==> src/rtl/blinky_pkg.sv <==
// Shared types and widths for the multi-channel LED driver.
package blinky_pkg;

    // Config payload fields are sized for the widest supported channel (CounterWidth <= 32, CountWidth <= 16).
    localparam int unsigned CfgHalfWidth  = 32;
    localparam int unsigned CfgCountWidth = 16;

    typedef enum logic [1:0] {
        MODE_OFF   = 2'd0,
        MODE_ON    = 2'd1,
        MODE_BLINK = 2'd2,
        MODE_BURST = 2'd3
    } mode_e;

    typedef struct packed {
        mode_e                    mode;
        logic [CfgHalfWidth-1:0]  half_period;
        logic [CfgCountWidth-1:0] count;
    } chan_cfg_t;

    // Width of the channel index port; never narrower than one bit.
    function automatic int unsigned chan_width(input int unsigned num_leds);
        return (num_leds > 1) ? $clog2(num_leds) : 1;
    endfunction

endpackage

==> src/rtl/blinky_channel.sv <==
// One LED channel: half-period counter, blink phase and burst sequencing.
module blinky_channel
    import blinky_pkg::*;
#(
    parameter int unsigned CounterWidth      = 24,
    parameter int unsigned CountWidth        = 8,
    parameter int unsigned DefaultHalfPeriod = 12_000_000
) (
    input  logic      clk_i,
    input  logic      rst_i,
    input  logic      load_i,
    input  chan_cfg_t cfg_i,
    output logic      led_o,
    output logic      busy_o
);

    mode_e                   mode_q;
    logic [CounterWidth-1:0] half_q;
    logic [CounterWidth-1:0] cnt_q;
    logic [CountWidth-1:0]   rem_q;
    logic                    phase_q;
    logic                    led_q;
    logic                    busy_q;

    logic [CounterWidth-1:0] cnt_d;
    logic [CounterWidth-1:0] cfg_half_d;
    logic [CountWidth-1:0]   cfg_count_d;
    mode_e                   cfg_mode_d;
    logic                    at_term;

    // Counter wrap detection and sanitised incoming config (H=0 -> 1, empty burst -> OFF).
    always_comb begin
        at_term     = (cnt_q == (half_q - CounterWidth'(1)));
        cnt_d       = at_term ? '0 : (cnt_q + CounterWidth'(1));
        cfg_half_d  = CounterWidth'(cfg_i.half_period);
        cfg_count_d = CountWidth'(cfg_i.count);
        cfg_mode_d  = cfg_i.mode;
        if (cfg_half_d == '0) begin
            cfg_half_d = CounterWidth'(1);
        end
        if ((cfg_i.mode == MODE_BURST) && (cfg_count_d == '0)) begin
            cfg_mode_d = MODE_OFF;
        end
    end

    // Mode FSM; outputs hold on the load edge and reflect the new config from the next edge.
    always_ff @(posedge clk_i) begin
        if (rst_i) begin
            mode_q  <= MODE_OFF;
            half_q  <= CounterWidth'(DefaultHalfPeriod);
            cnt_q   <= '0;
            rem_q   <= '0;
            phase_q <= 1'b0;
            led_q   <= 1'b0;
            busy_q  <= 1'b0;
        end else if (load_i) begin
            mode_q  <= cfg_mode_d;
            half_q  <= cfg_half_d;
            cnt_q   <= '0;
            rem_q   <= cfg_count_d;
            phase_q <= 1'b1;
        end else begin
            case (mode_q)
                MODE_OFF: begin
                    led_q  <= 1'b0;
                    busy_q <= 1'b0;
                end
                MODE_ON: begin
                    led_q  <= 1'b1;
                    busy_q <= 1'b0;
                end
                MODE_BLINK: begin
                    led_q  <= phase_q;
                    busy_q <= 1'b0;
                    cnt_q  <= cnt_d;
                    if (at_term) begin
                        phase_q <= ~phase_q;
                    end
                end
                MODE_BURST: begin
                    led_q  <= phase_q;
                    busy_q <= 1'b1;
                    cnt_q  <= cnt_d;
                    if (at_term) begin
                        phase_q <= ~phase_q;
                        // End of an on-phase: one pulse done; the last one drops the channel to OFF.
                        if (phase_q) begin
                            rem_q <= rem_q - CountWidth'(1);
                            if (rem_q == CountWidth'(1)) begin
                                mode_q <= MODE_OFF;
                            end
                        end
                    end
                end
                default: begin
                    led_q  <= 1'b0;
                    busy_q <= 1'b0;
                end
            endcase
        end
    end

    assign led_o  = led_q;
    assign busy_o = busy_q;

endmodule

==> src/rtl/blinky_multi.sv <==
// Multi-channel LED driver: config decode, ready handshake and per-channel instances.
module blinky_multi
    import blinky_pkg::*;
#(
    parameter int unsigned NumLeds           = 4,
    parameter int unsigned CounterWidth      = 24,
    parameter int unsigned DefaultHalfPeriod = 12_000_000,
    parameter int unsigned CountWidth        = 8
) (
    input  logic                            clk_i,
    input  logic                            rst_i,
    input  logic                            cfg_valid_i,
    output logic                            cfg_ready_o,
    input  logic [chan_width(NumLeds)-1:0]  cfg_chan_i,
    input  logic [1:0]                      cfg_mode_i,
    input  logic [CounterWidth-1:0]         cfg_half_period_i,
    input  logic [CountWidth-1:0]           cfg_count_i,
    output logic [NumLeds-1:0]              led_o,
    output logic [NumLeds-1:0]              busy_o
);

    localparam int unsigned ChanWidth = chan_width(NumLeds);

    logic      ready_q;
    logic      accept;
    chan_cfg_t cfg_c;

    // Ready is low only in cycles following a reset edge.
    always_ff @(posedge clk_i) begin
        if (rst_i) begin
            ready_q <= 1'b0;
        end else begin
            ready_q <= 1'b1;
        end
    end

    // Pack the request into the shared config payload.
    always_comb begin
        accept            = cfg_valid_i & ready_q;
        cfg_c.mode        = mode_e'(cfg_mode_i);
        cfg_c.half_period = CfgHalfWidth'(cfg_half_period_i);
        cfg_c.count       = CfgCountWidth'(cfg_count_i);
    end

    // Out-of-range indices match no channel and are silently dropped.
    for (genvar g = 0; g < NumLeds; g++) begin : g_chan
        blinky_channel #(
            .CounterWidth      (CounterWidth),
            .CountWidth        (CountWidth),
            .DefaultHalfPeriod (DefaultHalfPeriod)
        ) u_chan (
            .clk_i  (clk_i),
            .rst_i  (rst_i),
            .load_i (accept && (cfg_chan_i == ChanWidth'(g))),
            .cfg_i  (cfg_c),
            .led_o  (led_o[g]),
            .busy_o (busy_o[g])
        );
    end

    assign cfg_ready_o = ready_q;

endmodule

==> config.mk <==
export PLATFORM = sky130hd
export DESIGN_NAME = blinky_multi
export DESIGN_NICKNAME = d
export VERILOG_FILES = /design/src/rtl/blinky_pkg.sv /design/src/rtl/blinky_channel.sv /design/src/rtl/blinky_multi.sv
export SDC_FILE = /design/constraint.sdc
export NUM_CORES = 1
export LEC_CHECK = 0
export CAP_MARGIN = 10
export CORE_ASPECT_RATIO = 1.2
export CORE_UTILIZATION = 60
export CTS_CLUSTER_DIAMETER = 80
export DETAILED_ROUTE_END_ITERATION = 12
export PLACE_DENSITY = 0.84
export SLEW_MARGIN = 30
export SYNTH_ARGS = -nofsm -noshare
export SYNTH_HDL_FRONTEND = slang
export SYNTH_SLANG_ARGS = --single-unit
export TNS_END_PERCENT = 50
==> constraint.sdc <==
create_clock -name clk_i -period 4.2 [get_ports clk_i]
set_input_delay 0.84 -clock clk_i [delete_from_list [all_inputs] [get_ports clk_i]]
set_output_delay 0.84 -clock clk_i [all_outputs]
set_load 0.05 [all_outputs]
==> metrics.txt <==
Post-synth EDFFs=0; synthesized netlist net count=1857; share of layout cells above drive strength 1=5.128%; Synth Area in XOR/XNOR=12.66%; Setup CP Type=register to register; reg-to-reg startpoint=g_chan[0].u_chan.half_q[6]$_SDFFE_PP0P_; M1 WL=15.76 mm; CTS max path bufs=3; Yosys top cell area share=34.75%; CP max-delay cell=and4_1; Seq/Total Area, Yosys=34.75%; Synth warnings=0; met3 wire length=2.300 mm; Hold Crit Class=register to register; Tmin final=3703 ps; most frequent cell after synthesis=nand2_1; Routed Antenna Nets=0; CTS sink count=245; Top Metal Used=met4; number of buffers added for setup after CTS=0; port bufs=47; Critical Path, Cell by Cell=or4_1 > or4_1 > nor4_1 > o2111ai_1 > a2111oi_0 > and4_1 > nand4_1 > a32o_1; Top FF cell, synth=dfxtp_1; met2 routed WL=17.95 mm; Leakage Power=5.334 nW; status=completed; RSZ-0062 raised after global routing=no; R2R setup slack=500 ps; largest net degree at the start of global routing=77; hold path endpoint=g_chan[3].u_chan.busy_o$_SDFFE_PP0N_; worst-path maximum fanout=19; drt wl/cell=17.81 um; worst clock skew=16.66 ps; Layout Nets=1834; Initial DRC Count=1135; antenna violations before repair=0; Async S/R FF share, synth=0%; Synth cell types=77; Worst Setup End Kind=register; Cell Pwr Density=327.3 nW/um2; worst hold margin=463.6 ps; largest family of logic cells by synthesized area=simple AND/OR/NAND/NOR gates; dpl hpwl=26.63 mm; synth-to-layout area growth=9.548%; Rel. slew slack=35.78%; Worst IR Drop VDD=434.1 uV; Post-Route Utilization=66.86%; worst setup margin=496.8 ps; # rows=61; Post-Synth Adder-Cell Area=1.418%; cts hold-fix bufs=0; Max Transition Viols Final=0; pre-CTS WS=629.6 ps; Achievable Freq=270.0 MHz; Clk Latency, worst-skew pair=550 ps; CP dominant cell by count=or4_1; final number of setup-violating endpoints=0; Hold Path Depth=2; Total Wirelength=37.57 mm; Startpoint Class=register; largest area contributor in the netlist=dfxtp_1; root buf cell=clkbuf_16; first-pass GRT wire length=61.62 mm; grt ovf=0; syn avg cell area=7.832 um2; Fill cells=1903; setup tns final=0 ps; Critical Path AT=4130 ps; Synth Area in Compound Gates=12.41%; worst-case reg-to-reg path depth=8; GPL Wtd Cong=0.9735; starting density of the core=61.03%; antenna cells=0; DRT Pass-1 Iters=5; Simple-Gate Fraction of Synth Area=32.84%; hold path startpoint=g_chan[3].u_chan.busy_o$_SDFFE_PP0N_; Seq cells post-synth=245; Synth top cells by count=nand2_1 (267), dfxtp_1 (245), nor2_1 (165); die height=170.0 um; maxcap violations=0; H-tree Lvls=1; Num CTS Buffers=26; area of the die=24140 um2; mux cell area share after synthesis=1.135%; Mapped Cells=1802; slowest stage delay, CP=680 ps; DR vias=13267; vias in the first global route=12475; cell area after synthesis=14110 um2; I/O pins=48; Tcrit/Tclk final=88.17%; Synth area leaders=dfxtp_1 (35%), xnor2_1 (7.2%), nand2_1 (7.1%); DRC errors left=0; GRT Util Overall=31.17%; clock slew at reported path FFs=60 ps; die width=142.0 um; Fin. Hold Viols=0; via/cell ratio=6.291; CTS tree=built; CTS-repair resized insts=0; Core ar.=23130 um2; Worst Path Required=4630 ps; worst slew pin tran=958.8 ps; worst r2r dst=g_chan[0].u_chan.mode_q[1]$_SDFFE_PP0P_
==> layer usage <==
metal	GRT usage (%)	vias up
met1	39.01	6289
met2	53.62	464
met4	13.93	0
met5	0	-
met3	3.545	127
li1	-	6387
==> state kept, by name, summed over array words and instances (netlist names) <==
signal                 cells
g_chan.u_chan.cnt_q       96
g_chan.u_chan.half_q      96
g_chan.u_chan.rem_q       32
g_chan.u_chan.mode_q       8
g_chan.u_chan.busy_o       4
g_chan.u_chan.led_o        4
g_chan.u_chan.phase_q      4
cfg_ready_o                1
==> through the flow <==
| stage | total power, mW | cell area, um2 | instances |
|---|---|---|---|
| after floorplan | 2.726 | 14110 | 1802 |
| after global placement | 2.871 | 14650 | 2066 |
| after detailed placement | 2.883 | 14650 | 2066 |
| after CTS | 5.071 | 15460 | 2109 |
| after global routing | 5.217 | 15460 | 2109 |
| final | 5.060 | 15460 | 2109 |
==> worst max-delay path, delay by kind of cell (launching register included) <==
kind / cells / cell delay, ps
simple gates: 5 / 2380
compound gates: 3 / 830
flops: 1 / 380
==> worst max-delay path by stage <==
stage / start / endpoint / slack, ps / cells after the start
CTS: g_chan[1].u_chan.half_q[0]$_SDFFE_PP0P_ / g_chan[1].u_chan.rem_q[6]$_SDFFE_PP0P_ / 580 / 10
global placement: g_chan[0].u_chan.half_q[6]$_SDFFE_PP0P_ / g_chan[0].u_chan.cnt_q[22]$_SDFFE_PP0N_ / 690 / 9
global route: g_chan[1].u_chan.half_q[0]$_SDFFE_PP0P_ / g_chan[1].u_chan.rem_q[3]$_SDFFE_PP0P_ / 300 / 9
detailed placement: g_chan[2].u_chan.half_q[6]$_SDFFE_PP0P_ / g_chan[2].u_chan.mode_q[1]$_SDFFE_PP0P_ / 630 / 8
floorplan: g_chan[1].u_chan.half_q[0]$_SDFFE_PP0P_ / g_chan[1].u_chan.mode_q[0]$_SDFFE_PP0P_ / 990 / 12
finish: g_chan[0].u_chan.half_q[6]$_SDFFE_PP0P_ / g_chan[0].u_chan.mode_q[1]$_SDFFE_PP0P_ / 500 / 8
==> layout make-up <==
cell class | instances | area (um2) | share of cell area, %
Inverter | 42 | 157.7 | 1.020
Timing Repair Buffer | 69 | 633.1 | 4.095
Tap cell | 315 | 394.1 | 2.549
Multi-Input combinational cell | 1395 | 8562 | 55.38
Sequential cell | 245 | 4905 | 31.72
Clock inverter | 8 | 85.08 | 0.5503
Clock buffer | 35 | 724.4 | 4.686
==> power breakdown <==
part / internal, mW / switching, mW
clock: 1.27 / 0.951
combinational: 0.157 / 0.259
sequential: 2.37 / 0.0602
==> cell families after synthesis <==
kind of cell    Yosys count
compound gates          249
simple gates            910
xor+xnor                204
flops                   245
fa+ha+maj                16
buf+inv                 162
mux                      16
==> cell usage in the layout (no fill, tap or decap), types with 6 or more instances in the layout <==
cell / n
or4_1: 26
inv_1: 41
and4_1: 25
ha_1: 16
o211ai_1: 9
o311ai_0: 8
nor2_1: 163
a211oi_1: 23
mux2i_1: 16
nor4b_1: 14
nand3_1: 111
a32o_1: 8
nand3b_1: 12
nor4_1: 50
nand2b_1: 9
a31oi_1: 13
dfxtp_1: 245
and3_1: 38
o311a_1: 7
or3_1: 14
clkdlybuf4s50_1: 46
clkbuf_16: 26
o21ai_0: 23
nor3_1: 84
xnor2_1: 116
nand2_1: 267
nor4_2: 6
buf_4: 23
xor2_1: 88
o21a_1: 8
and2_1: 11
o31ai_1: 8
nor2b_1: 6
a21oi_1: 74
a2111oi_0: 7
nand4_1: 40
(Power assumes the default switching activity.)
